## src/rtl/fifo_pkg.sv

```systemverilog
// Shared constants and helpers for the synchronous FIFO family.
// Holds the pointer-width function and the default flag thresholds.
package fifo_pkg;

    localparam int unsigned AE_LEVEL_DEFAULT  = 2;
    localparam int unsigned AF_MARGIN_DEFAULT = 2;

    // Ceiling log2; clog2(1) is 0.
    function automatic int unsigned clog2(input int unsigned value);
        int unsigned result;
        result = 0;
        for (int unsigned v = value - 1; v > 0; v = v >> 1) begin
            result = result + 1;
        end
        return result;
    endfunction

endpackage

```

## src/rtl/fifo_regfile.sv

```systemverilog
// Storage array for the FIFO: one synchronous write port and one
// asynchronous read port. Contents are not reset.
module fifo_regfile
    import fifo_pkg::*;
#(
    parameter int unsigned width = 4,
    parameter int unsigned depth = 16
) (
    input  logic                      clk,
    input  logic                      we,
    input  logic [clog2(depth)-1:0]   waddr,
    input  logic [width-1:0]          wdata,
    input  logic [clog2(depth)-1:0]   raddr,
    output logic [width-1:0]          rdata
);

    logic [width-1:0] mem_q [depth];

    always_ff @(posedge clk) begin
        if (we) begin
            mem_q[waddr] <= wdata;
        end
    end

    assign rdata = mem_q[raddr];

endmodule

```

## src/rtl/fifo_sync_param.sv

```systemverilog
// Single-clock FIFO with wrap-bit pointers, threshold flags, sticky error
// flags and a choice of first-word-fall-through or registered read data.
module fifo_sync_param
    import fifo_pkg::*;
#(
    parameter int unsigned bw       = 4,
    parameter int unsigned simd     = 1,
    parameter int unsigned depth    = 16,
    parameter int unsigned af_level = depth - AF_MARGIN_DEFAULT,
    parameter int unsigned ae_level = AE_LEVEL_DEFAULT,
    parameter int unsigned fwft     = 1
) (
    input  logic                     clk,
    input  logic                     reset,
    input  logic [simd*bw-1:0]       in,
    input  logic                     wr,
    input  logic                     rd,
    input  logic                     clr_err,
    output logic [simd*bw-1:0]       out,
    output logic                     o_full,
    output logic                     o_empty,
    output logic                     o_almost_full,
    output logic                     o_almost_empty,
    output logic [clog2(depth):0]    o_count,
    output logic                     o_overflow,
    output logic                     o_underflow
);

    localparam int unsigned W  = simd * bw;
    localparam int unsigned AW = clog2(depth);
    localparam int unsigned PW = AW + 1;

    localparam logic [PW-1:0] AF_LEVEL = PW'(af_level);
    localparam logic [PW-1:0] AE_LEVEL = PW'(ae_level);

    logic [PW-1:0] wr_ptr_q, rd_ptr_q;
    logic [PW-1:0] count;
    logic          overflow_q, overflow_d;
    logic          underflow_q, underflow_d;
    logic          wr_acc, rd_acc;
    logic [W-1:0]  rd_data;

    // Full and empty differ only in the wrap bit.
    assign o_empty = (wr_ptr_q == rd_ptr_q);
    assign o_full  = (wr_ptr_q[AW-1:0] == rd_ptr_q[AW-1:0]) && (wr_ptr_q[AW] != rd_ptr_q[AW]);
    assign count   = wr_ptr_q - rd_ptr_q;

    assign o_count        = count;
    assign o_almost_full  = (count >= AF_LEVEL);
    assign o_almost_empty = (count <= AE_LEVEL);

    // A write into a full FIFO is allowed when a read frees the head slot.
    assign rd_acc = rd && !o_empty;
    assign wr_acc = wr && (!o_full || rd_acc);

    assign overflow_d  = (wr && !wr_acc) || (overflow_q && !clr_err);
    assign underflow_d = (rd && !rd_acc) || (underflow_q && !clr_err);

    always_ff @(posedge clk or negedge reset) begin
        if (!reset) begin
            wr_ptr_q    <= '0;
            rd_ptr_q    <= '0;
            overflow_q  <= 1'b0;
            underflow_q <= 1'b0;
        end else begin
            if (wr_acc) begin
                wr_ptr_q <= wr_ptr_q + PW'(1);
            end
            if (rd_acc) begin
                rd_ptr_q <= rd_ptr_q + PW'(1);
            end
            overflow_q  <= overflow_d;
            underflow_q <= underflow_d;
        end
    end

    assign o_overflow  = overflow_q;
    assign o_underflow = underflow_q;

    // Gating with reset keeps a write from landing while reset is asserted.
    fifo_regfile #(
        .width (W),
        .depth (depth)
    ) u_regfile (
        .clk   (clk),
        .we    (wr_acc && reset),
        .waddr (wr_ptr_q[AW-1:0]),
        .wdata (in),
        .raddr (rd_ptr_q[AW-1:0]),
        .rdata (rd_data)
    );

    generate
        if (fwft != 0) begin : g_fwft
            assign out = rd_data;
        end else begin : g_reg
            logic [W-1:0] out_q;

            always_ff @(posedge clk or negedge reset) begin
                if (!reset) begin
                    out_q <= '0;
                end else if (rd_acc) begin
                    out_q <= rd_data;
                end
            end

            assign out = out_q;
        end
    endgenerate

endmodule

```

## config.mk

```make
export PLATFORM = sky130hd
export DESIGN_NAME = fifo_sync_param
export DESIGN_NICKNAME = d
export VERILOG_FILES = /design/src/rtl/fifo_pkg.sv /design/src/rtl/fifo_regfile.sv /design/src/rtl/fifo_sync_param.sv
export SDC_FILE = /design/constraint.sdc
export NUM_CORES = 1
export LEC_CHECK = 0
export CORE_MARGIN = 3
export CORE_UTILIZATION = 62
export CTS_CLUSTER_SIZE = 25
export DETAILED_ROUTE_END_ITERATION = 16
export HOLD_SLACK_MARGIN = 0.15
export PLACE_DENSITY = 0.85
export SETUP_SLACK_MARGIN = 0.3
export SLEW_MARGIN = 15
export SYNTH_ARGS = -nofsm -noshare
export SYNTH_HDL_FRONTEND = slang
export SYNTH_SLANG_ARGS = --single-unit
```

## constraint.sdc

```tcl
create_clock -name clk -period 5.2 [get_ports clk]
set_clock_uncertainty 0.15 [all_clocks]
set_input_delay 1.56 -clock clk [delete_from_list [all_inputs] [get_ports clk]]
set_output_delay 1.56 -clock clk [all_outputs]
set_load 0.1 [all_outputs]
```

* Word level (Yosys, flattened, before mapping) *
Memory sizes are Yosys's and may differ from the RTL's.
Index checks and enable logic that the tools add are counted.

storage, ports and cells
  register bits after elaboration = 12
  memory bits (writable) = 64
  input bits = 9
  output and inout port bits = 15
  word-level logic and storage cells = 31
  memories kept = 1

memory list
  memory           words  bits a word  rd ports  clocked after Yosys merged registers in  write ports  RTL line            source
  u_regfile.mem_q  16     4            1         0                                        1            fifo_regfile.sv:17  logic [width-1:0] mem_q [depth];

cells by class
  add/sub/neg operators = 3
  order comparisons = 2
  equality and inequality tests = 3
  multiplexer cells = 2
  reduce and logical (&&, ||, !) cells = 16

operator list
  kind                                                               number
  adder 5 x 1 -> 5 bit, second input constant                        2
  logical AND 1 bit                                                  8
  == test 5 bit                                                      1
  greater-or-equal comparator 5 x 4 -> 1 bit, second input constant  1
  <= comparator 5 x 2 -> 1 bit, second input constant                1
  zero test 1 bit                                                    5
  subtractor 5 bit                                                   1
  == test 4 bit                                                      1
  logical OR 1 bit                                                   3
  2-to-1 mux 1 bit                                                   2
  != test 1 bit                                                      1

* Longest topological paths before layout *
  depth after elaboration = 8
  mapped depth = 9
  gate-level depth less buffers = 8

* Cells and area by module *
From an unflattened synthesis, not the netlist that was laid out.

second synthesis, totals
  cells, all modules = 191
  area, all modules = 3,306.9 µm²

modules (own cells, without submodules)
  module           instances  cells an instance  area an instance (µm²)  sequential area each (µm²)
  fifo_regfile     1          126                2,586.2                 1,921.8
  fifo_sync_param  1          65                 720.7                   300.3

* Worst setup path before layout *
Ideal clock, no wire load.

  path type = flip-flop to output port
  from = reg rd_ptr_q[1]
  to = out o_almost_empty
  data arrival time = 4.850 ns
  data required time = 3.490 ns
  setup slack = -1.360 ns
  stages on the path, launching flop included = 9
  cell sequence = dfrtp_1 > buf_2 > buf_2 > inv_1 > fa_1 > a21o_1 > a21oi_1 > xnor2_1 > a211oi_1

between the ends
  longest elaborated chain between the ends = 2

RTL lines
  item                          RTL line               source
  start: declaration            fifo_sync_param.sv:36  logic [PW-1:0] wr_ptr_q, rd_ptr_q;
  start signal: assignment      fifo_sync_param.sv:70  rd_ptr_q <= rd_ptr_q + PW'(1);
  subtractor 5 bit              fifo_sync_param.sv:46  assign count = wr_ptr_q - rd_ptr_q;
  via o_count[4]                fifo_sync_param.sv:24  output logic [clog2(depth):0] o_count,
  <= comparator 5 x 2 -> 1 bit  fifo_sync_param.sv:50  assign o_almost_empty = (count <= AE_LEVEL);
  end: declaration              fifo_sync_param.sv:23  output logic o_almost_empty,

The timed path passes the listed nets, and every way through them passes these cells.

* Worst setup path after layout *
  from = reg wr_ptr_q[0]
  to = out o_almost_full

between the ends
  longest elaborated chain between the ends = 2

RTL lines
  item                                        RTL line               source
  start: declaration                          fifo_sync_param.sv:36
  start signal: assignment                    fifo_sync_param.sv:67  wr_ptr_q <= wr_ptr_q + PW'(1);
  subtractor 5 bit                            fifo_sync_param.sv:46
  greater-or-equal comparator 5 x 4 -> 1 bit  fifo_sync_param.sv:49  assign o_almost_full = (count >= AF_LEVEL);
  end: declaration                            fifo_sync_param.sv:22  output logic o_almost_full,

No other way between the ends.

==> results.toml <==
[job]
maxCapViolations = 0

[worst_setup_path]
cp-start-kind = "register"
end_kind = "primary output"
r2r_start = "rd_ptr_q[2]"
crit_path_start = "wr_ptr_q[0]"
cp_common_cell = "inv_1"
cp_cell_sequence = "inv_1 -> ha_1 -> inv_1 -> fa_1 -> a21o_1 -> a21oi_1 -> xnor2_4 -> a41o_1 -> buf_12"
r2r_cells = 6
critPathMaxStageDelay_ns = 0.46
r2r_slack_ns = 2.10
crit_path_end = "o_almost_full"
arrival_ns = 2.81
cp.required_ns = 3.49
criticalPathCategory = "register to primary output"
cp_max_fo = 4
r2r_end = "u_regfile.mem_q[2][0]"
crit_slowest_cell = "fa_1"

[detailed_routing]
routedWlPerCell_um = 20.84
first_iter_violations = 171
routed_wl_um = 6626
firstDrtPassIters = 4
num_vias = 1933
avgViaCountPerCell = 6.079
drc = 0
ant_nets = 0

[clock_network]
cts-resized-gates = 0
cts_tree = "yes"
insertion_delay_ns = 0.34
cts.reportedPaths.clkPinSlew_ns = 0.08
cts_max_level = 3
cts_buffers = 9
clock-sinks = 76
clock-root-buffer = "clkbuf_8"
post_cts_buffers = 0
hold_buffers = 0
cts_buffer_depth = 2

[global_routing]
overflow = 0
antenna_found_initial = 0
grt_pass1_vias = 1928
grt_max_degree = 22
track_usage_pct = 23.44
grt_pass1_wl_um = 10530

[layout]
layout_commonest_cell = "edfxtp_1"
fin_area_um2 = 3926
nets = 262
nFillCells = 297
drive_gt1_share_pct = 15.32
diodes = 0
area_growth_pct = 16.57
mostFrequentLayoutCells = "64 x edfxtp_1, 16 x mux2i_1, 14 x nor2_1"

[floorplanning]
die_h_um = 79.71
initial_utilization_pct = 65.12
io_pins = 24
dieArea_um2 = 6353
row_count = 26
core_area_um2 = 5172
die_x_um = 79.71

[synthesis]
ys.flop_type = "edfxtp_1"
synth_seq_area_share_pct = 65.97
synth_top_area_cell = "edfxtp_1"
synth_edf_count = 64
synthesis.area_um2 = 3368
yosysTopAreaCellShare_pct = 57.06
synthTopCellsByArea = "edfxtp_1 57%, dfrtp_1 8.9%, mux2i_1 4.8%, mux4_1 3.9%, ha_1 3.3%"
synth_nets = 235
ys.warnings.count = 0
ys_ff_latch = 76
yosys.cell_types.count = 36
netlist_instances = 216
ys_async_sr_fraction_pct = 15.79
avgSynthCellArea_um2 = 15.59

[sta]
slew_headroom_pct = 35.34
finalCritPeriodShare_pct = 86.99
tns_ns = 0
slew_violations = 0
max_freq_ghz = 0.2211
worst_slew_pin_slew_ns = 0.9669
rsz0062_at_grt = "no"
finalCriticalPeriod_ns = 4.524
hold_viol = 0
setup_viol = 0

[status]
outcome = "complete, no violations"

[placement]
placed_cell_area_um2 = 3687
dp_hpwl_um = 4449
portBuffers = 23
gp_congestion = 0.8192

[hold_path]
hp-start = "wr_ptr_q[4]"
hp-class = "register to register"
per-layer routing:
metal | track usage [%] | routed length [µm] | vias to the layer above | part of all wire [%]
li1 | - | - | 881 | -
met1 | 32.30 | 2754 | 966 | 42
met2 | 37.81 | 3344 | 74 | 50
met3 | 4.515 | 426 | 12 | 6.4
met4 | 7.904 | 101 | 0 | 1.5
met5 | 0 | 0 | - | 0
worst min path at each step:
stage / to / depth (start not counted)
2_1_floorplan: rd_ptr_q[4] / 1
3_3_place_gp: rd_ptr_q[4] / 1
3_5_place_dp: wr_ptr_q[4] / 1
4_1_cts: wr_ptr_q[4] / 1
5_1_grt: wr_ptr_q[4] / 1
6_report: wr_ptr_q[4] / 1
worst max-delay path: cells and delay by family (launching register included):
family          cells  cell delay [ns]
xor+xnor            1             0.14
compound gates      3             0.81
buf+inv             3             0.41
fa+ha+maj           2             0.68
flops               1             0.43
state kept, by name, indices dropped and copies added, names as in the netlist:
register         flops
rd_ptr_q             5
o_overflow           1
u_regfile.mem_q     64
o_underflow          1
wr_ptr_q             5
logic make-up (layout without fill, tap and decap cells):
group                    count (synthesis)  in the layout  synth area share [%]
flip-flops                              76             76                 65.97
AND/OR/NAND/NOR                         47             47                 7.132
AO/OA/AOI/OAI                           29             29                 6.129
buffers and inverters                   18             50                 3.046
multiplexers                            24             24                 10.66
adder cells (fa/ha/maj)                 10             10                 3.938
XOR/XNOR                                12             12                 3.121
per-stage QoR:
| stage | hold slack, ns | util, % | setup WS, ns | cells |
|---|---|---|---|---|
| global route | 0.4068 | 75.91 | 0.5336 | 318 |
| finish | 0.3898 | 75.91 | 0.6764 | 318 |
| CTS | 0.3966 | 75.91 | 0.6750 | 318 |
| detailed placement | 0.3821 | 71.29 | 1.086 | 302 |
| floorplan | 0.3512 | - | 0.3193 | 216 |
| global placement | 0.3693 | 71.29 | 1.133 | 302 |
synthesized netlist by cell type, types with 4 or more instances:
cell type / count
edfxtp_1: 64
mux2i_1: 16
nor2_1: 14
dfrtp_1: 12
nand2_1: 10
ha_1: 9
inv_1: 9
o21ai_0: 9
xnor2_1: 9
a221oi_1: 8
mux4_1: 5
nand3_1: 5
a22oi_1: 4
nor3_1: 4
final cells by class:
| cell class | count | area (µm²) | area share, % |
|---|---|---|---|
| Clock buffer | 10 | 127.6 | 3.250 |
| Clock inverter | 6 | 111.4 | 2.836 |
| Sequential cell | 76 | 2222 | 56.60 |
| Timing Repair Buffer | 25 | 250.2 | 6.373 |
| Multi-Input combinational cell | 122 | 1094 | 27.85 |
| Inverter | 9 | 33.78 | 0.8604 |
| Tap cell | 70 | 87.58 | 2.231 |
Power is left out: the tool's default activity adds up to more than one toggle a clock period on the data nets, which glitch-free logic cannot reach.
